File: src/rtl/cdc_command_sequencer.sv
// Host-side command/status sequencer: collects a CDB byte-by-byte under a REQ/ACK
// handshake, hands off to an executor, then returns status and message bytes.
module cdc_command_sequencer (
  input  logic       clk,
  input  logic       reset,
  input  logic       sel_i,
  input  logic       ack_i,
  input  logic [7:0] host_data_i,
  input  logic       exec_done_i,
  input  logic [7:0] status_code_i,
  output logic [7:0] cdc_stat_o,
  output logic [7:0] phase_o,
  output logic [7:0] bus_data_o,
  output logic [7:0] cdb_byte_o,
  output logic [3:0] cdb_index_o,
  output logic       cdb_we_o,
  output logic       cdb_valid_o,
  output logic [3:0] cdb_len_o
);

  localparam logic [7:0] STAT_IDLE    = 8'h00;
  localparam logic [7:0] STAT_CMD_REQ = 8'hD0;
  localparam logic [7:0] STAT_CMD_GAP = 8'h90;
  localparam logic [7:0] STAT_EXEC    = 8'h80;
  localparam logic [7:0] STAT_STS_REQ = 8'hD8;
  localparam logic [7:0] STAT_MSG_REQ = 8'hF8;
  localparam logic [7:0] STAT_MSG_GAP = 8'hB8;

  localparam logic [7:0] PH_BUS_FREE = 8'h00;
  localparam logic [7:0] PH_COMMAND  = 8'h01;
  localparam logic [7:0] PH_STATUS   = 8'h08;
  localparam logic [7:0] PH_MSG_IN   = 8'h10;

  typedef enum logic [2:0] {
    S_BUS_FREE,
    S_COMMAND,
    S_EXEC,
    S_STATUS,
    S_MSG_IN
  } state_t;

  state_t     state;
  logic [3:0] cnt;
  logic       req;
  logic       honoured;
  logic [3:0] len_eff;
  logic       last_byte;

  // CDB group code in opcode[7:5] fixes the command length.
  function automatic logic [3:0] len_from_opcode(input logic [7:0] op);
    case (op[7:5])
      3'd0, 3'd3, 3'd4: len_from_opcode = 4'd6;
      3'd5:             len_from_opcode = 4'd12;
      default:          len_from_opcode = 4'd10;
    endcase
  endfunction

  assign req      = cdc_stat_o[6];
  assign honoured = req && ack_i;

  // The opcode byte decides the length in the same cycle it arrives.
  always_comb begin
    len_eff   = (cnt == 4'd0) ? len_from_opcode(host_data_i) : cdb_len_o;
    last_byte = ((cnt + 4'd1) == len_eff);
  end

  always_ff @(posedge clk) begin
    if (reset) begin
      state       <= S_BUS_FREE;
      cnt         <= 4'd0;
      cdc_stat_o  <= STAT_IDLE;
      phase_o     <= PH_BUS_FREE;
      bus_data_o  <= 8'h00;
      cdb_byte_o  <= 8'h00;
      cdb_index_o <= 4'd0;
      cdb_we_o    <= 1'b0;
      cdb_valid_o <= 1'b0;
      cdb_len_o   <= 4'd0;
    end else begin
      cdb_we_o    <= 1'b0;
      cdb_valid_o <= 1'b0;
      case (state)
        S_BUS_FREE: begin
          if (sel_i) begin
            state      <= S_COMMAND;
            cnt        <= 4'd0;
            cdc_stat_o <= STAT_CMD_REQ;
            phase_o    <= PH_COMMAND;
          end
        end
        S_COMMAND: begin
          if (honoured) begin
            cdb_we_o    <= 1'b1;
            cdb_byte_o  <= host_data_i;
            cdb_index_o <= cnt;
            if (cnt == 4'd0) cdb_len_o <= len_eff;
            // Counter parks at 0 on the last byte so it never passes 11.
            if (last_byte) begin
              cdb_valid_o <= 1'b1;
              state       <= S_EXEC;
              cdc_stat_o  <= STAT_EXEC;
              cnt         <= 4'd0;
            end else begin
              cnt        <= cnt + 4'd1;
              cdc_stat_o <= STAT_CMD_GAP;
            end
          end else if (!req) begin
            cdc_stat_o <= STAT_CMD_REQ;
          end
        end
        S_EXEC: begin
          if (exec_done_i) begin
            bus_data_o <= status_code_i;
            state      <= S_STATUS;
            cdc_stat_o <= STAT_STS_REQ;
            phase_o    <= PH_STATUS;
          end
        end
        S_STATUS: begin
          if (honoured) begin
            bus_data_o <= 8'h00;
            state      <= S_MSG_IN;
            cdc_stat_o <= STAT_MSG_GAP;
            phase_o    <= PH_MSG_IN;
          end else if (!req) begin
            cdc_stat_o <= STAT_STS_REQ;
          end
        end
        S_MSG_IN: begin
          if (honoured) begin
            state      <= S_BUS_FREE;
            cdc_stat_o <= STAT_IDLE;
            phase_o    <= PH_BUS_FREE;
            cdb_len_o  <= 4'd0;
          end else if (!req) begin
            cdc_stat_o <= STAT_MSG_REQ;
          end
        end
        default: begin
          state      <= S_BUS_FREE;
          cdc_stat_o <= STAT_IDLE;
          phase_o    <= PH_BUS_FREE;
        end
      endcase
    end
  end

endmodule

File: config.mk
export PLATFORM = sky130hd
export DESIGN_NAME = cdc_command_sequencer
export DESIGN_NICKNAME = d
export VERILOG_FILES = /design/src/rtl/cdc_command_sequencer.sv
export SDC_FILE = /design/constraint.sdc
export NUM_CORES = 1
export LEC_CHECK = 0
export CORE_ASPECT_RATIO = 1.4
export CORE_MARGIN = 2
export CORE_UTILIZATION = 45
export CTS_CLUSTER_DIAMETER = 60
export DETAILED_ROUTE_END_ITERATION = 12
export DONT_BUFFER_PORTS = 1
export GPL_ROUTABILITY_DRIVEN = 0
export GPL_TIMING_DRIVEN = 0
export HOLD_SLACK_MARGIN = 0.08
export PLACE_DENSITY_LB_ADDON = 0.05
export SLEW_MARGIN = 0
export SYNTH_ARGS = -nofsm -noshare
export SYNTH_HDL_FRONTEND = slang
export SYNTH_SLANG_ARGS = --single-unit
File: constraint.sdc
create_clock -name clk -period 2 [get_ports clk]
set_input_delay 0.5 -clock clk [delete_from_list [all_inputs] [get_ports clk]]
set_output_delay 0.5 -clock clk [all_outputs]
set_load 0.01 [all_outputs]
==> impl_metrics.tcl <==
set metrics [dict create \
    die_x_um 59.9 \
    fin_nets 300 \
    grt_pass1_vias 1630 \
    initial_core_util_pct 46.9 \
    p_total_mw 1.64 \
    maxSlewViolCount 0 \
    busiest_layer "met2" \
    drc 0 \
    cts-htree-levels 2 \
    grt_use_total_pct 21.5 \
    cts_tree "yes" \
    vdd_drop_max_mv 0.555 \
    multi_input_comb_area_mm2 0.00112 \
    layout-drive-gt1-share_pct 20.2 \
    fillers 403 \
    hp-start "host_data_i[0]" \
    synth.yosys.seq_area_share_pct 41.6 \
    max-cap-violations 0 \
    end_kind "flop" \
    yosysUniqueCellTypes 49 \
    grt_overflow_total 0 \
    die_y_um 82.3 \
    place_inst 303 \
    p_leak_nw 0.891 \
    instances_no_fill 322 \
    drtPass1Iterations 4 \
    min_period_ns 2.11 \
    slew-limit-headroom_pct 60.5 \
    met1_usage_pct 25.1 \
    cts_buffers 5 \
    syn2layout_area_growth_pct 20.3 \
    antennaDiodeCount 0 \
    routed_wl_mm 5.16 \
    path_max_fanout 3 \
    core_mm2 0.00420 \
    rsz0062_at_grt "yes" \
    powerDensity_mw_per_mm2 693 \
    clock.fmax_mhz 475 \
    syn_avg_cell_area_um2 7.86 \
    arrival_ns 2.33 \
    use_met3_pct 5.61 \
    critPathKind "reg2reg" \
    io_pins 63 \
    synth_async_sr_flop_share_pct 0 \
    worstPathCellList "inv_4 > ha_4 > nor3b_4 > buf_6 > buf_4 > o32ai_4 > nand3b_4 > or4_4 > a211oi_2" \
    antenna_left 0 \
    setup_viol 3 \
    crit_path_start_kind "flop" \
    synth_cells 251 \
    worstMarginPinSlew_ns 0.593 \
    critPathSlowestCell "or4_4" \
    violations "setup timing" \
    die_area_mm2 0.00493 \
    drtIter0Drc 107 \
    max_stage_delay_ns 0.52 \
    finalHoldViolations 0 \
    skew_ns 0.00556 \
    r2r-start "cnt[1]" \
    wl_per_cell_um 16.0 \
    vias 1763 \
    cts.sinks 41 \
    critPathRequiredTime_ns 2.22 \
    hold_class "in2reg" \
    synth_flop_cell "dfxtp_1" \
    clockBufferDepth 2 \
    grt_max_degree 13 \
    finalWorstSetupSlack_ns -0.106 \
    holdWs_ns 0.329 \
    startpoint "cnt[1]" \
    ff_latch_area_um2 830 \
    io_buffer_count 0 \
    yosysWarnings 0 \
    grt_pass1_wl_mm 7.95 \
    synth.cell_area_mm2 0.00197 \
    rows 28 \
    status "complete, but fails checks" \
    finalCritPeriodShare_pct 105 \
    clk_pin_slew_ns 0.08 \
    antenna_found_initial 0 \
    ys_ff_latch 41 \
    dp_hpwl_mm 3.49 \
    root_buffer "clkbuf_8" \
    vias_per_cell 5.48 \
    use_met2_pct 37.6 \
    worstSkewPairLatency_ns 0.30 \
    synth_edf_count 0 \
]
## metrics by stage
stage	setup TNS [ns]	worst slack, ns	instance area, um2	util, %
6_report	-0.173	-0.106	2370	56.4
4_1_cts	-0.320	-0.155	2280	54.2
3_3_place_gp	-2.69	-0.273	2090	49.7
2_1_floorplan	-0.0718	-0.0597	2030	-
3_5_place_dp	-2.58	-0.281	2090	49.7
5_1_grt	-0.442	-0.176	2370	56.4
## report_power, final
group | total [mW] | switching (mW) | internal [mW] | leakage, nW
Clock | 0.564 | 0.291 | 0.273 | 0.0433
Sequential | 0.854 | 0.0214 | 0.833 | 0.334
Combinational | 0.227 | 0.127 | 0.100 | 0.513
Total | 1.64 | 0.439 | 1.21 | 0.891
## worst paths after layout
path | end | slack [ns] | cells after the start
max | state[1] | -0.11 | 9
min | cdb_byte_o[0] | 0.33 | 2
max reg2reg | state[1] | -0.11 | 9
min reg2reg | cdc_stat_o[3] | 0.50 | 2
## critical path, delay by kind of cell (launching register included)
kind	cells	cell delay, ns
AOI/OAI and AO/OA	2	0.43
adders and majority gates	1	0.14
and+or+nand+nor	3	0.80
DFF	1	0.37
buffers and inverters	3	0.31
## cells in the mapped netlist, types with 2 or more instances
cell / count / share of area [%]
xor2_1: 3 / 1.3
nor3_1: 8 / 2.0
dfxtp_1: 41 / 42
nand3b_1: 3 / 1.1
xnor2_1: 4 / 1.8
nor2_1: 17 / 3.2
nand3_1: 11 / 2.8
nor2b_1: 2 / 0.63
clkbuf_1: 11 / 2.1
a211o_1: 2 / 0.89
buf_1: 3 / 0.57
inv_1: 7 / 1.3
buf_4: 8 / 3.0
o21ai_0: 6 / 1.5
o22ai_1: 2 / 0.63
ha_1: 2 / 1.3
nand2b_1: 5 / 1.6
mux2i_1: 3 / 1.5
buf_2: 2 / 0.51
a32oi_1: 2 / 0.89
a21oi_1: 32 / 8.1
nand2_1: 50 / 9.5
## kinds of logic (layout without fill, tap and decap cells)
| group | after synthesis | count (layout) | share of synthesized area, % |
|---|---|---|---|
| mux | 3 | 3 | 1.52 |
| xor+xnor | 7 | 7 | 3.11 |
| compound gates | 58 | 58 | 18.0 |
| other cells | 1 | 8 | 0.190 |
| simple gates | 107 | 107 | 26.1 |
| buf+inv | 32 | 51 | 8.12 |
| flops | 41 | 41 | 41.6 |
| fa+ha+maj | 2 | 2 | 1.27 |
## final cells by class
class,instances,area share [%]
Inverter,7,1.21
Clock inverter,1,0.316
Tap cell,45,2.37
Buffer,23,5.38
Timing Repair Buffer,14,4.91
Clock buffer,6,3.48
Multi-Input combinational cell,185,47.4
Sequential cell,41,35.0
## routing by layer
metal,part of all wire [%],vias up
met1,40,823
met5,0,-
met4,1.4,0
li1,-,886
met2,53,48
met3,6.2,6
## layout by cell type, fill, tap and decap left out, types with 2 or more instances in the layout
master,netlist,routed
dfxtp_4,0,2
xor2_1,3,3
a211o_1,2,2
nand3b_1,3,3
nand2b_1,5,5
dfxtp_1,41,38
o21ai_0,6,3
clkbuf_2,0,2
buf_4,8,19
o22ai_1,2,2
conb_1,1,8
nor3_1,8,7
nand2_1,50,49
nand3_1,11,11
clkbuf_1,11,8
xnor2_1,4,3
mux2i_1,3,2
nor2_1,17,16
inv_1,7,5
buf_6,1,4
o21ai_2,0,3
buf_1,3,3
a32oi_1,2,2
a21oi_1,32,32
clkbuf_8,0,6
## sequential cells by signal, indices dropped and copies added (netlist names)
name         flops
bus_data_o       8
cdb_index_o      4
state            3
cdb_byte_o       8
cdb_we_o         1
cnt              4
cdb_valid_o      1
cdb_len_o        4
phase_o          3
cdc_stat_o       5
## repair_timing
| action | 4_1_cts | 5_1_grt |
|---|---|---|
| hold buffers | 0 | 0 |
| pin swaps | 5 | 7 |
| setup endpoints to repair | 14 | 27 |
| setup buffers | 10 | 4 |
| hold endpoints to repair | 0 | 0 |
| resized for setup | 11 | 20 |
(Power assumes the default switching activity.)
